`config.mk`:
```
export PLATFORM = sky130hd
export DESIGN_NAME = ahb_panic_arbiter_2m
export DESIGN_NICKNAME = d
export VERILOG_FILES = /design/src/rtl/ahb_panic_arbiter_2m.sv
export SDC_FILE = /design/constraint.sdc
export NUM_CORES = 1
export LEC_CHECK = 0
export BUFFER_PORTS_ARGS = -buffer_cell sky130_fd_sc_hd__buf_2
export CORE_AREA = 2 2 122 124
export DETAILED_ROUTE_END_ITERATION = 12
export DIE_AREA = 0 0 124 126
export PLACE_DENSITY = 0.43
export SYNTH_ARGS = -nofsm -noshare
export SYNTH_HDL_FRONTEND = slang
export SYNTH_SLANG_ARGS = --single-unit
```
`constraint.sdc`:
```
create_clock -name clk -period 4.05 [get_ports clk]
set_input_delay 1.215 -clock clk [delete_from_list [all_inputs] [get_ports clk]]
set_output_delay 1.215 -clock clk [all_outputs]
set_load 0.02 [all_outputs]
```
`src/rtl/ahb_panic_arbiter_2m.sv`:
```
// ahb_panic_arbiter_2m: two-requester AHB5 arbiter, req0 priority with a wait-timer boost for req1
module ahb_panic_arbiter_2m #(
  parameter int W_ADDR       = 32,
  parameter int W_DATA       = 32,
  parameter int PANIC_CYCLES = 8,
  parameter int W_WAIT       = 4
) (
  input  logic              clk,
  input  logic              rst,
  input  logic              req0_aph_req,
  input  logic [W_ADDR-1:0] req0_haddr,
  input  logic              req0_hwrite,
  input  logic [2:0]        req0_hsize,
  input  logic [3:0]        req0_hprot,
  input  logic              req0_excl,
  input  logic [W_DATA-1:0] req0_wdata,
  output logic              req0_aph_ready,
  output logic              req0_dph_ready,
  output logic              req0_dph_err,
  output logic              req0_dph_exokay,
  input  logic              req1_aph_req,
  input  logic [W_ADDR-1:0] req1_haddr,
  input  logic              req1_hwrite,
  input  logic [2:0]        req1_hsize,
  input  logic [3:0]        req1_hprot,
  input  logic              req1_excl,
  input  logic [W_DATA-1:0] req1_wdata,
  output logic              req1_aph_ready,
  output logic              req1_dph_ready,
  output logic              req1_dph_err,
  output logic              req1_dph_exokay,
  output logic [W_DATA-1:0] rdata,
  output logic [W_ADDR-1:0] haddr,
  output logic              hwrite,
  output logic [2:0]        hsize,
  output logic [3:0]        hprot,
  output logic              hexcl,
  output logic [1:0]        htrans,
  output logic [7:0]        hmaster,
  output logic [2:0]        hburst,
  output logic              hmastlock,
  output logic [W_DATA-1:0] hwdata,
  input  logic              hready,
  input  logic              hresp,
  input  logic              hexokay,
  input  logic [W_DATA-1:0] hrdata,
  output logic              panic_active
);
  localparam logic [W_WAIT-1:0] PANIC_LIM = W_WAIT'(PANIC_CYCLES);
  logic              hold_aph, active_dph0, active_dph1, panic, err_first, dph0, dph1;
  logic [1:0]        gnt, gnt_prev;
  logic [W_WAIT-1:0] wait_cnt;
  always_comb begin
    err_first = hresp & ~hready;
    panic = (PANIC_CYCLES != 0) && (wait_cnt == PANIC_LIM);
    // a stalled address phase keeps its owner even over a pending boost
    gnt = rst ? 2'b00 : hold_aph ? gnt_prev : err_first ? 2'b00 :
          (panic & req1_aph_req) ? 2'b10 : req0_aph_req ? 2'b01 :
          req1_aph_req ? 2'b10 : 2'b00;
    htrans = gnt[1] | gnt[0] ? 2'b10 : 2'b00;
    haddr  = gnt[1] ? req1_haddr : gnt[0] ? req0_haddr : '0;
    hwrite = gnt[1] ? req1_hwrite : gnt[0] ? req0_hwrite : 1'b0;
    hsize  = gnt[1] ? req1_hsize : gnt[0] ? req0_hsize : 3'b000;
    hprot  = gnt[1] ? req1_hprot : gnt[0] ? req0_hprot : 4'h0;
    hexcl  = gnt[1] ? req1_excl : gnt[0] ? req0_excl : 1'b0;
    hmaster = {7'd0, gnt[1]};
    hburst = 3'b000;
    hmastlock = 1'b0;
    dph0 = active_dph0 & ~rst;
    dph1 = active_dph1 & ~rst;
    hwdata = rst ? '0 : active_dph1 ? req1_wdata : req0_wdata;
    req0_aph_ready = gnt[0] & hready;
    req1_aph_ready = gnt[1] & hready;
    req0_dph_ready = dph0 & hready;
    req1_dph_ready = dph1 & hready;
    req0_dph_err = dph0 & hresp;
    req1_dph_err = dph1 & hresp;
    req0_dph_exokay = dph0 & hexokay;
    req1_dph_exokay = dph1 & hexokay;
    rdata = hrdata;
    panic_active = panic & ~rst;
  end
  always_ff @(posedge clk) begin
    if (rst) begin
      hold_aph <= 1'b0;
      gnt_prev <= 2'b00;
      active_dph0 <= 1'b0;
      active_dph1 <= 1'b0;
      wait_cnt <= '0;
    end else begin
      hold_aph <= htrans[1] & ~hready & ~hresp;
      gnt_prev <= gnt;
      if (hready) {active_dph1, active_dph0} <= gnt;
      wait_cnt <= (~req1_aph_req | req1_aph_ready) ? '0 :
                  (wait_cnt == PANIC_LIM) ? wait_cnt : wait_cnt + W_WAIT'(1);
    end
  end
endmodule

```
==> reports/summary.json <==
{
  "run_status": {"value": "completed"},
  "globalRouteMet2Util": {"value": 0.217},
  "insertion_delay": {"value": 0.23, "unit": "ns"},
  "detailedPlace.worstSlack": {"value": 0.00836, "unit": "ns"},
  "synth_seq_area_share": {"value": 0.0992},
  "max_cap_violations": {"value": 0},
  "start_kind": {"value": "primary input"},
  "critical_path.cell_chain": {"value": "buf_2 > nor2b_1 > o41a_4 > nor3_4 > buf_12 > a22o_1 > buf_2"},
  "arrival": {"value": 2.73, "unit": "ns"},
  "worst_setup_path_category": {"value": "in -> out"},
  "syn_area": {"value": 1820, "unit": "sq um"},
  "numPortBuffers": {"value": 236},
  "place_area": {"value": 2900, "unit": "sq um"},
  "timing.final.hold_violations": {"value": 0},
  "std_cell_rows": {"value": 44},
  "worstPathRequired": {"value": 2.83, "unit": "ns"},
  "final_clock_period_utilization_by_the_worst_path": {"value": 0.975},
  "maximum_vdd_drop": {"value": 0.0000887, "unit": "V"},
  "critPathMaxStageDelay": {"value": 0.49, "unit": "ns"},
  "power-per-cell-area": {"value": 190, "unit": "nW/um^2"},
  "synth.lib_cells_used.distinct": {"value": 34},
  "number_of_enable_type_register_cells_in_the_synthesized_netlist": {"value": 0},
  "achievable-frequency": {"value": 253, "unit": "MHz"},
  "synth-seq-cells": {"value": 9},
  "synth_area_per_cell": {"value": 8.18, "unit": "sq um"},
  "grt-busiest-layer": {"value": "met2"},
  "cts_sinks": {"value": 9},
  "routed_via_count": {"value": 2366},
  "area.growth.synth_to_final": {"value": 64.5, "unit": "%"},
  "cts.repair_timing.setup_buffer_count": {"value": 0},
  "wl": {"value": 9260, "unit": "um"},
  "cts_tree": {"value": "built"},
  "drt-pass1-iter-count": {"value": 4},
  "drt_drc_violations_left": {"value": 0},
  "ctsHtreeMaxLevel": {"value": 1},
  "drive_above_1_share": {"value": 0.657},
  "design.die.area": {"value": 15600, "unit": "sq um"},
  "timing.max_slew.rel_slack": {"value": 0.324},
  "cts_buffers": {"value": 3},
  "grt_first_pass_wirelength": {"value": 12600, "unit": "um"},
  "rsz0062_at_grt": {"value": "no"},
  "critical-path-top-cell-by-count": {"value": "buf_2"},
  "starting_density_of_the_core": {"value": 0.127},
  "dp_hpwl": {"value": 8320, "unit": "um"},
  "power.leakage": {"value": 0.00169, "unit": "uW"},
  "grt_pass1_vias": {"value": 2295},
  "core_region_area": {"value": 14300, "unit": "sq um"},
  "cp_slowest_cell": {"value": "o41a_4"},
  "grt_max_degree": {"value": 47},
  "clk_path_buf_depth": {"value": 2},
  "syn-instance-count": {"value": 222},
  "fin_hold_ws": {"value": 0.523, "unit": "ns"},
  "stdcell_area": {"value": 2990, "unit": "sq um"},
  "globalplace.congestion": {"value": 0.816},
  "ys_dominant_reg_cell": {"value": "dfxtp_1"},
  "clk_pin_slew_worst_paths": {"value": 0.04, "unit": "ns"},
  "clock-root-buffer": {"value": "clkbuf_16"},
  "antenna_left": {"value": 0},
  "global_route.overflow_total": {"value": 0},
  "global_route.usage.total": {"value": 0.108},
  "setup_viol": {"value": 0},
  "grt_util_met3": {"value": 0.0172},
  "first_iteration_detailed_routing_drc_count": {"value": 31},
  "gr-usage-met1": {"value": 0.107},
  "synth_warnings": {"value": 0},
  "die_w": {"value": 124, "unit": "um"},
  "drv_slew": {"value": 0},
  "worst_pin_slew": {"value": 1.01, "unit": "ns"},
  "critical_path_capture_point_type": {"value": "primary output"},
  "post_cts_hold_buffer_count": {"value": 0},
  "hold_path.class": {"value": "reg -> reg"},
  "timing.final.ws_setup": {"value": 0.103, "unit": "ns"},
  "crit_fanout": {"value": 41},
  "avgViaCountPerCell": {"value": 3.91},
  "design.portCount": {"value": 313},
  "fin_skew": {"value": 0.000360, "unit": "ns"},
  "antenna_found_initial": {"value": 2},
  "finalCriticalPeriod": {"value": 3.95, "unit": "ns"},
  "tns": {"value": 0, "unit": "ns"},
  "post-route-util": {"value": 0.209},
  "route.detailed.wl_per_inst": {"value": 15.3, "unit": "um"},
  "async_flop_share": {"value": 0},
  "die_y": {"value": 126, "unit": "um"},
  "final_net_count": {"value": 608}
}
## where the power goes
| group | internal, uW | leakage (uW) | switching (uW) |
|---|---|---|---|
| Sequential | 92.3 | 0.0000739 | 7.53 |
| Combinational | 132 | 0.00158 | 162 |
| Clock | 131 | 0.0000382 | 42.1 |
| Total | 356 | 0.00169 | 212 |
## state kept, by name (all words and copies together), names as in the netlist
| name | cells |
|---|---|
| hold_aph | 1 |
| active_dph1 | 1 |
| wait_cnt | 4 |
| gnt_prev | 2 |
| active_dph0 | 1 |
## metrics by stage
stage	cells	power, uW
global route	604	607
CTS	604	578
detailed placement	600	400
finish	605	568
global placement	600	398
floorplan	233	314
## Yosys cell counts, types with 2 or more instances
cell | n | area (sq um)
a211oi_1 | 4 | 30.0
a22o_1 | 23 | 201
a22o_2 | 18 | 180
and3_1 | 7 | 43.8
buf_1 | 3 | 11.3
buf_2 | 6 | 30.0
buf_4 | 47 | 353
buf_6 | 4 | 45.0
clkbuf_1 | 2 | 7.51
dfxtp_1 | 9 | 180
ha_1 | 2 | 25.0
inv_1 | 6 | 22.5
mux2i_1 | 32 | 320
nand2_1 | 2 | 7.51
nand3_1 | 2 | 10.0
nor2_1 | 36 | 135
xor2_1 | 2 | 17.5
## kinds of logic after synthesis
family | Yosys count | share of synthesized area
xor+xnor | 3 | 0.0145
other cells | 1 | 0.00207
fa+ha+maj | 2 | 0.0138
mux | 32 | 0.176
compound gates | 51 | 0.272
simple gates | 55 | 0.159
buf+inv | 69 | 0.263
flops | 9 | 0.0992
## cells in the final DEF, fill, tap and decap left out, types with 3 or more instances in the layout
cell and count:
conb_1 12, clkbuf_16 3, inv_1 6, and3_1 7, a211oi_1 4, a22o_2 18
buf_4 8, nor2_1 36, buf_2 236, a22o_1 23, mux2i_1 32, dfxtp_1 8
## critical path: cells and delay by family
family                 cells  cell delay, ns
buffers and inverters      3            0.52
AOI/OAI and AO/OA          2            0.67
and+or+nand+nor            2            0.32
## metal layers
metal / wire length, um / share of wire
met5: 0 / 0
met4: 201 / 0.022
met3: 957 / 0.10
met2: 4790 / 0.52
met1: 3310 / 0.36
## worst paths after layout
check / end / cells after the start / from / slack, ns
worst max-delay path: haddr[2] / 7 / hresp / 0.10
worst min-delay path: active_dph0 / 1 / active_dph0 / 0.52
worst max register to register: hold_aph / 6 / wait_cnt[0] / 2.13
worst min register to register: active_dph0 / 1 / active_dph0 / 0.52
## cell type report
| type | instances | area [sq um] |
|---|---|---|
| Sequential cell | 9 | 181 |
| Tap cell | 184 | 230 |
| Fill cell | 1652 | 11300 |
| Antenna cell | 1 | 2.50 |
| Inverter | 7 | 33.8 |
| Timing Repair Buffer | 245 | 1260 |
| Multi-Input combinational cell | 155 | 1200 |
| Clock buffer | 4 | 78.8 |
## timing repair
item | in CTS | in global routing
setup endpoints to repair | 0 | 41
resized for setup | 0 | 1
endpoints found under the hold margin | 0 | 0
Power figures use the tool's default switching activity.
